--- config.mk ---
export PLATFORM = sky130hd
export DESIGN_NAME = sig_mag_pack
export DESIGN_NICKNAME = d
export VERILOG_FILES = /design/src/rtl/sig_mag_pack.sv
export SDC_FILE = /design/constraint.sdc
export NUM_CORES = 1
export LEC_CHECK = 0
export BUFFER_PORTS_ARGS = -buffer_cell sky130_fd_sc_hd__buf_2
export CORE_ASPECT_RATIO = 1.2
export CORE_MARGIN = 10
export CORE_UTILIZATION = 30
export CTS_CLUSTER_SIZE = 20
export DETAILED_ROUTE_END_ITERATION = 7
export GPL_TIMING_DRIVEN = 0
export HOLD_SLACK_MARGIN = 0.05
export PLACE_DENSITY = 0.48
export SYNTH_ARGS = -nofsm -noshare
export SYNTH_HDL_FRONTEND = slang
export SYNTH_SLANG_ARGS = --single-unit
--- constraint.sdc ---
create_clock -name clk -period 4.9 [get_ports clk]
set_input_delay 0.49 -clock clk [delete_from_list [all_inputs] [get_ports clk]]
set_output_delay 0.49 -clock clk [all_outputs]
set_load 0.02 [all_outputs]
--- src/rtl/sig_mag_pack.sv ---
// Packs consecutive 2-bit {sig,mag} quantizer samples into WORD_W-bit words
// and presents them on a valid/ready output with sticky overflow and a word counter.
module sig_mag_pack #(
  parameter int WORD_W = 32,
  parameter int CNT_W  = 16
) (
  input  logic              clk,
  input  logic              reset,
  input  logic              en,
  input  logic              sig,
  input  logic              mag,
  input  logic              clr_ovf,
  output logic [WORD_W-1:0] out_data,
  output logic              out_valid,
  input  logic              out_ready,
  output logic              overflow,
  output logic [CNT_W-1:0]  word_cnt
);

  localparam int N     = WORD_W / 2;
  localparam int IDX_W = (N > 1) ? $clog2(N) : 1;
  localparam logic [IDX_W-1:0] IDX_LAST = IDX_W'(N - 1);

  // The newest sample enters at the top, so after N-1 shifts sample 0 sits in the LSBs.
  function automatic logic [WORD_W-1:0] pack_word(input logic [WORD_W-3:0] partial,
                                                   input logic s, input logic m);
    return {s, m, partial};
  endfunction

  logic [WORD_W-3:0] sr_p0;
  logic [IDX_W-1:0]  idx_p0;
  logic [WORD_W-1:0] word_p0;
  logic              word_done;
  logic              out_free;
  logic              load_p1;
  logic              drop_p1;

  always_comb begin
    word_p0   = pack_word(sr_p0, sig, mag);
    word_done = en && (idx_p0 == IDX_LAST);
    out_free  = !out_valid || out_ready;
    load_p1   = word_done && out_free;
    drop_p1   = word_done && !out_free;
  end

  // Stage p0: sample capture; en low aborts the partial word
  always_ff @(posedge clk or negedge reset) begin
    if (!reset) begin
      sr_p0  <= '0;
      idx_p0 <= '0;
    end else if (!en) begin
      sr_p0  <= '0;
      idx_p0 <= '0;
    end else begin
      sr_p0  <= word_p0[WORD_W-1:2];
      idx_p0 <= (idx_p0 == IDX_LAST) ? '0 : idx_p0 + IDX_W'(1);
    end
  end

  // Stage p1: output register; a completed word loads straight from the capture stage
  always_ff @(posedge clk or negedge reset) begin
    if (!reset) begin
      out_data  <= '0;
      out_valid <= 1'b0;
      word_cnt  <= '0;
    end else if (load_p1) begin
      out_data  <= word_p0;
      out_valid <= 1'b1;
      word_cnt  <= word_cnt + CNT_W'(1);
    end else if (out_valid && out_ready) begin
      out_valid <= 1'b0;
    end
  end

  // A drop on the same edge as a clear must leave the flag set
  always_ff @(posedge clk or negedge reset) begin
    if (!reset) begin
      overflow <= 1'b0;
    end else if (drop_p1) begin
      overflow <= 1'b1;
    end else if (clr_ovf) begin
      overflow <= 1'b0;
    end
  end

endmodule

* Yosys cells after proc, flatten, opt, wreduce, memory -nomap -nowiden
Cells that the tools add are included.
** Storage, ports and cells
- Bits in latches :: 0
- Output and inout bits :: 50
- Bits of input ports :: 7
- Word-level logic and storage cells :: 25
- Register bits :: 84
- Memories :: 0
- Bits in writable memories :: 0
- Bits in read-only memories :: 0
** Cells by class
- Equal/unequal tests :: 1
- Bitwise gates (word level) :: 0
- Divide/modulo/power cells :: 0
- Add/subtract/negate cells :: 2
- Reduce and logical (&&, ||, !) cells :: 9
- Multiply operators :: 0
- Shift-type cells :: 0
- Mux-type cells :: 7
- Magnitude comparators :: 0
** Operators with widths (count)
- two-way mux 30 bit :: 1
- adder 16 x 1 -> 16 bit, second input constant :: 1
- two-way mux 4 bit :: 2
- adder 4 x 1 -> 4 bit, second input constant :: 1
- == test 4 bit, second input constant :: 1
- logical AND 1 bit :: 4
- two-way mux 1 bit :: 4
- nonzero test 2 bit :: 2
- zero test 1 bit :: 2
- logical OR 1 bit :: 1

* Depth between registers and ports, before layout
- Depth after elaboration :: 5
- Depth in mapped cells :: 7
- Depth with buffers taken out :: 5

* Worst setup path after synthesis
No wires, ideal clock.
- Kind :: register to register
- Start :: reg idx_p0[0]
- End :: reg out_data[30]
- Cell stages (with the launch flop) :: 7
- Data required time :: 4.775 ns
- Slack :: 3.267 ns
- Setup time :: 0.125 ns
- Buffers on the path :: 2
- Arrival time :: 1.508 ns
- Period minus slack after synthesis :: 1.633 ns
- Cells stage by stage :: dfrtp_1 ha_1 nand4_4 nor2_4 buf_6 buf_6 mux2_2
** Between the ends
- Longest elaborated chain between the ends :: 3
** Ends and longest elaborated chain
- from (decl) :: RTL line 31 : logic [IDX_W-1:0] idx_p0;
- from (signal assigned) :: RTL line 56 : idx_p0 <= (idx_p0 == IDX_LAST) ? '0 : idx_p0 + IDX_W'(1);
- == test 4 bit :: RTL line 40 : word_done = en && (idx_p0 == IDX_LAST);
- logical AND 1 bit :: RTL line 40
- logical AND 1 bit :: RTL line 42 : load_p1 = word_done && out_free;
- to (signal assigned) :: RTL line 67 : out_data <= word_p0;
- to (decl) :: RTL line 13 : output logic [WORD_W-1:0] out_data,
Every way passes these cells.
A chain may end at the register's enable or synchronous reset.

* Worst setup path in the final report
Same ends and word-level chain as after synthesis.

==> metrics.txt <==
Synth top area share=67.17%; P_leak=2.095 nW; row count=40; FMAX=0.5404 GHz; DR vias/cell=4.397; RR Startpoint=idx_p0[0]$_DFF_PN0_; RD Place Congestion=0.7000; Worst-Skew Late Latency=0.34 ns; hold-fix buffers at CTS=0; Remaining Overflow, GRT=0; ANT cells=0; setup bufs post-CTS=0; final critical-path required period=1.851 ns; Die Ht=131.9 um; Root Buffer=clkbuf_16; Die Wd=113.2 um; Distinct cells, synth=27; largest cells by area after synthesis=dfrtp_1 (67%), mux2_2 (12%), and2_1 (6.2%), xnor2_1 (3.9%), nand4_1 (1.4%); DP Cell Count=397; outcome=finished, final reports clean; kind of critical path=reg -> reg; Post-route DRC=0; initial antenna violation count=0; synthesized area per cell=14.62 um^2; DRT Pass-1 Iters=4; RSZ-0062 raised after global routing=no; worst path cell trace=ha_1 > nand4_4 > nor2_4 > buf_6 > buf_6 > mux2_2; Synth warnings=0; total track usage=8.680%; flops & latches, synth=84; largest net degree at the start of global routing=54; Nets=291; layout cells sized above 1=39.37%; P&R area growth vs syn=25.83%; Pwr per Cell Area=382.4 nW/um^2; vias in the first global route=1856; critical path's slowest cell=dfrtp_1; fin cells=413; Worst Path Required=5.12 ns; worst ir drop on vdd=0.0002002 V; Core Util, Final=38.95%; Final Hold Viols=0; slew margin rel.=70.16%; Most common cell on crit path=buf_6; Starting DRT DRC Count=77; CTS tree=done; WHS=0.09553 ns; ANT nets after route=0; H-tree levels=3; Synthesized Nets=223; clock-pin slew on the worst setup and hold paths=0.06 ns; first-pass GRT wire length=10210 um; crit share post-route=37.77%; Core Area=10110 um^2; MaxCap Viol Count=0; fin area=3938 um^2; fillers=991; critical path startpoint category=register; pre-CTS WS=3.011 ns; Via Count=1816; Max clock buf depth=2; total CTS buffers=9; setup TNS=0 ns; Starting Density=30.95%; FF/Latch Area=2102 um^2; Min-Delay Path Class=in -> async; Final Power=1.506 mW; Post-Syn Area=3129 um^2; Worst Setup End Kind=register; Crit. Startpoint=idx_p0[0]$_DFF_PN0_; final WL=6110 um; register area share after synthesis=67.17%; CP Max Fanout=10; area of the multi-input gates=960.9 um^2; Worst EP arrival=2.07 ns; Worst Skew=0.003978 ns; Final HPWL DP=4262 um; Final Setup Violations=0; Post-Synthesis Cells=214; Ports=57; setup ws final=3.049 ns; IO Port Bufs=56; CTS sink cnt=84; Die ar.=14930 um^2; post-CTS sizing=0; Max stage delay on crit path=0.40 ns; Avg WL per Cell=14.79 um; area leader, netlist=dfrtp_1; Worst Max-Slew Pin Slew=0.4476 ns; area post-placement=3597 um^2; Pins Over Slew Limit=0
==> worst paths after layout <==
kind	slack, ns	cells past startpoint	end
worst max-delay path	3.05	6	out_data[30]$_DFFE_PN0P_
worst min-delay path	0.1	1	out_data[14]$_DFFE_PN0P_
worst max register to register	3.05	6	out_data[30]$_DFFE_PN0P_
worst min register to register	0.46	1	word_cnt[15]$_DFFE_PN0P_
max in group asynchronous	4.20	2	word_cnt[0]$_DFFE_PN0P_
min in group clk	0.35	2	overflow$_DFFE_PN0P_
==> sequential cells by signal, summed over array words and instances, names as in the netlist <==
register   flops
idx_p0         4
out_data      32
out_valid      1
overflow       1
sr_p0         30
word_cnt      16
==> per-layer routing <==
metal  vias to the layer above  routed length [um]  share of wire (%)  GRT usage (%)
met3                        11                 349                5.7          3.916
met4                         0                 166                2.7          4.873
met1                       912                2724                 45          10.51
li1                        853                   -                  -              -
met2                        40                2870                 47          12.42
met5                         -                   0                  0              0
==> cells in the mapped netlist <==
master    number
nand3_1        4
nand4_4        1
nor4_4         1
buf_2          2
xnor2_1       14
o22ai_1        1
a21oi_1        2
inv_1          5
and2b_1        1
a311oi_1       1
o21ai_0        1
xor2_1         2
ha_1           2
nand4_1        7
and2_1        31
nor2_1         2
nor2_4         1
nand2b_1       1
nand2_1        7
dfrtp_1       84
buf_6          2
nor3_1         1
nand4b_1       1
and3_1         2
and4_1         1
clkbuf_1       4
mux2_2        33
==> area by class of cell <==
type / instances / area share, %
multi-input cells: 117 / 24.40
flip-flops and latches: 84 / 53.38
repair buffers: 57 / 7.881
clock inverters: 7 / 2.923
well taps: 126 / 4.004
plain buffers: 8 / 1.207
inverters: 5 / 0.4766
clock buffers: 9 / 5.720
==> placed cells by master, fill, tap and decap left out, types with 3 or more instances in the layout <==
| master | synthesis | layout |
|---|---|---|
| dfrtp_1 | 84 | 84 |
| clkbuf_16 | 0 | 9 |
| nand4_1 | 7 | 7 |
| buf_2 | 2 | 57 |
| xnor2_1 | 14 | 14 |
| nand3_1 | 4 | 4 |
| inv_1 | 5 | 5 |
| nand2_1 | 7 | 7 |
| bufinv_16 | 0 | 3 |
| mux2_2 | 33 | 33 |
| and2_1 | 31 | 31 |
| clkbuf_1 | 4 | 4 |
==> worst max-delay path, delay by kind of cell, from the launching register on <==
family | cells | cell delay (ns)
flip-flops | 1 | 0.40
AND/OR/NAND/NOR | 2 | 0.36
buffers and inverters | 2 | 0.34
multiplexers | 1 | 0.33
adder cells (fa/ha/maj) | 1 | 0.30
==> power by group <==
part | switching (mW) | internal, mW
Clock | 0.277 | 0.496
Combinational | 0.0215 | 0.00890
Sequential | 0.00380 | 0.698
Total | 0.303 | 1.20
==> cells by family (layout without fill, tap and decap cells) <==
logic type | count (synthesis) | count (layout) | share of synthesized area [%]
muxes | 33 | 33 | 11.88
adders and majority gates | 2 | 2 | 0.7996
AOI/OAI and AO/OA | 5 | 5 | 0.9597
xor gates and xnor gates | 16 | 16 | 4.478
and+or+nand+nor | 61 | 61 | 12.60
buffers and inverters | 13 | 86 | 2.119
DFF | 84 | 84 | 67.17
Power figures use the tool's default switching activity.
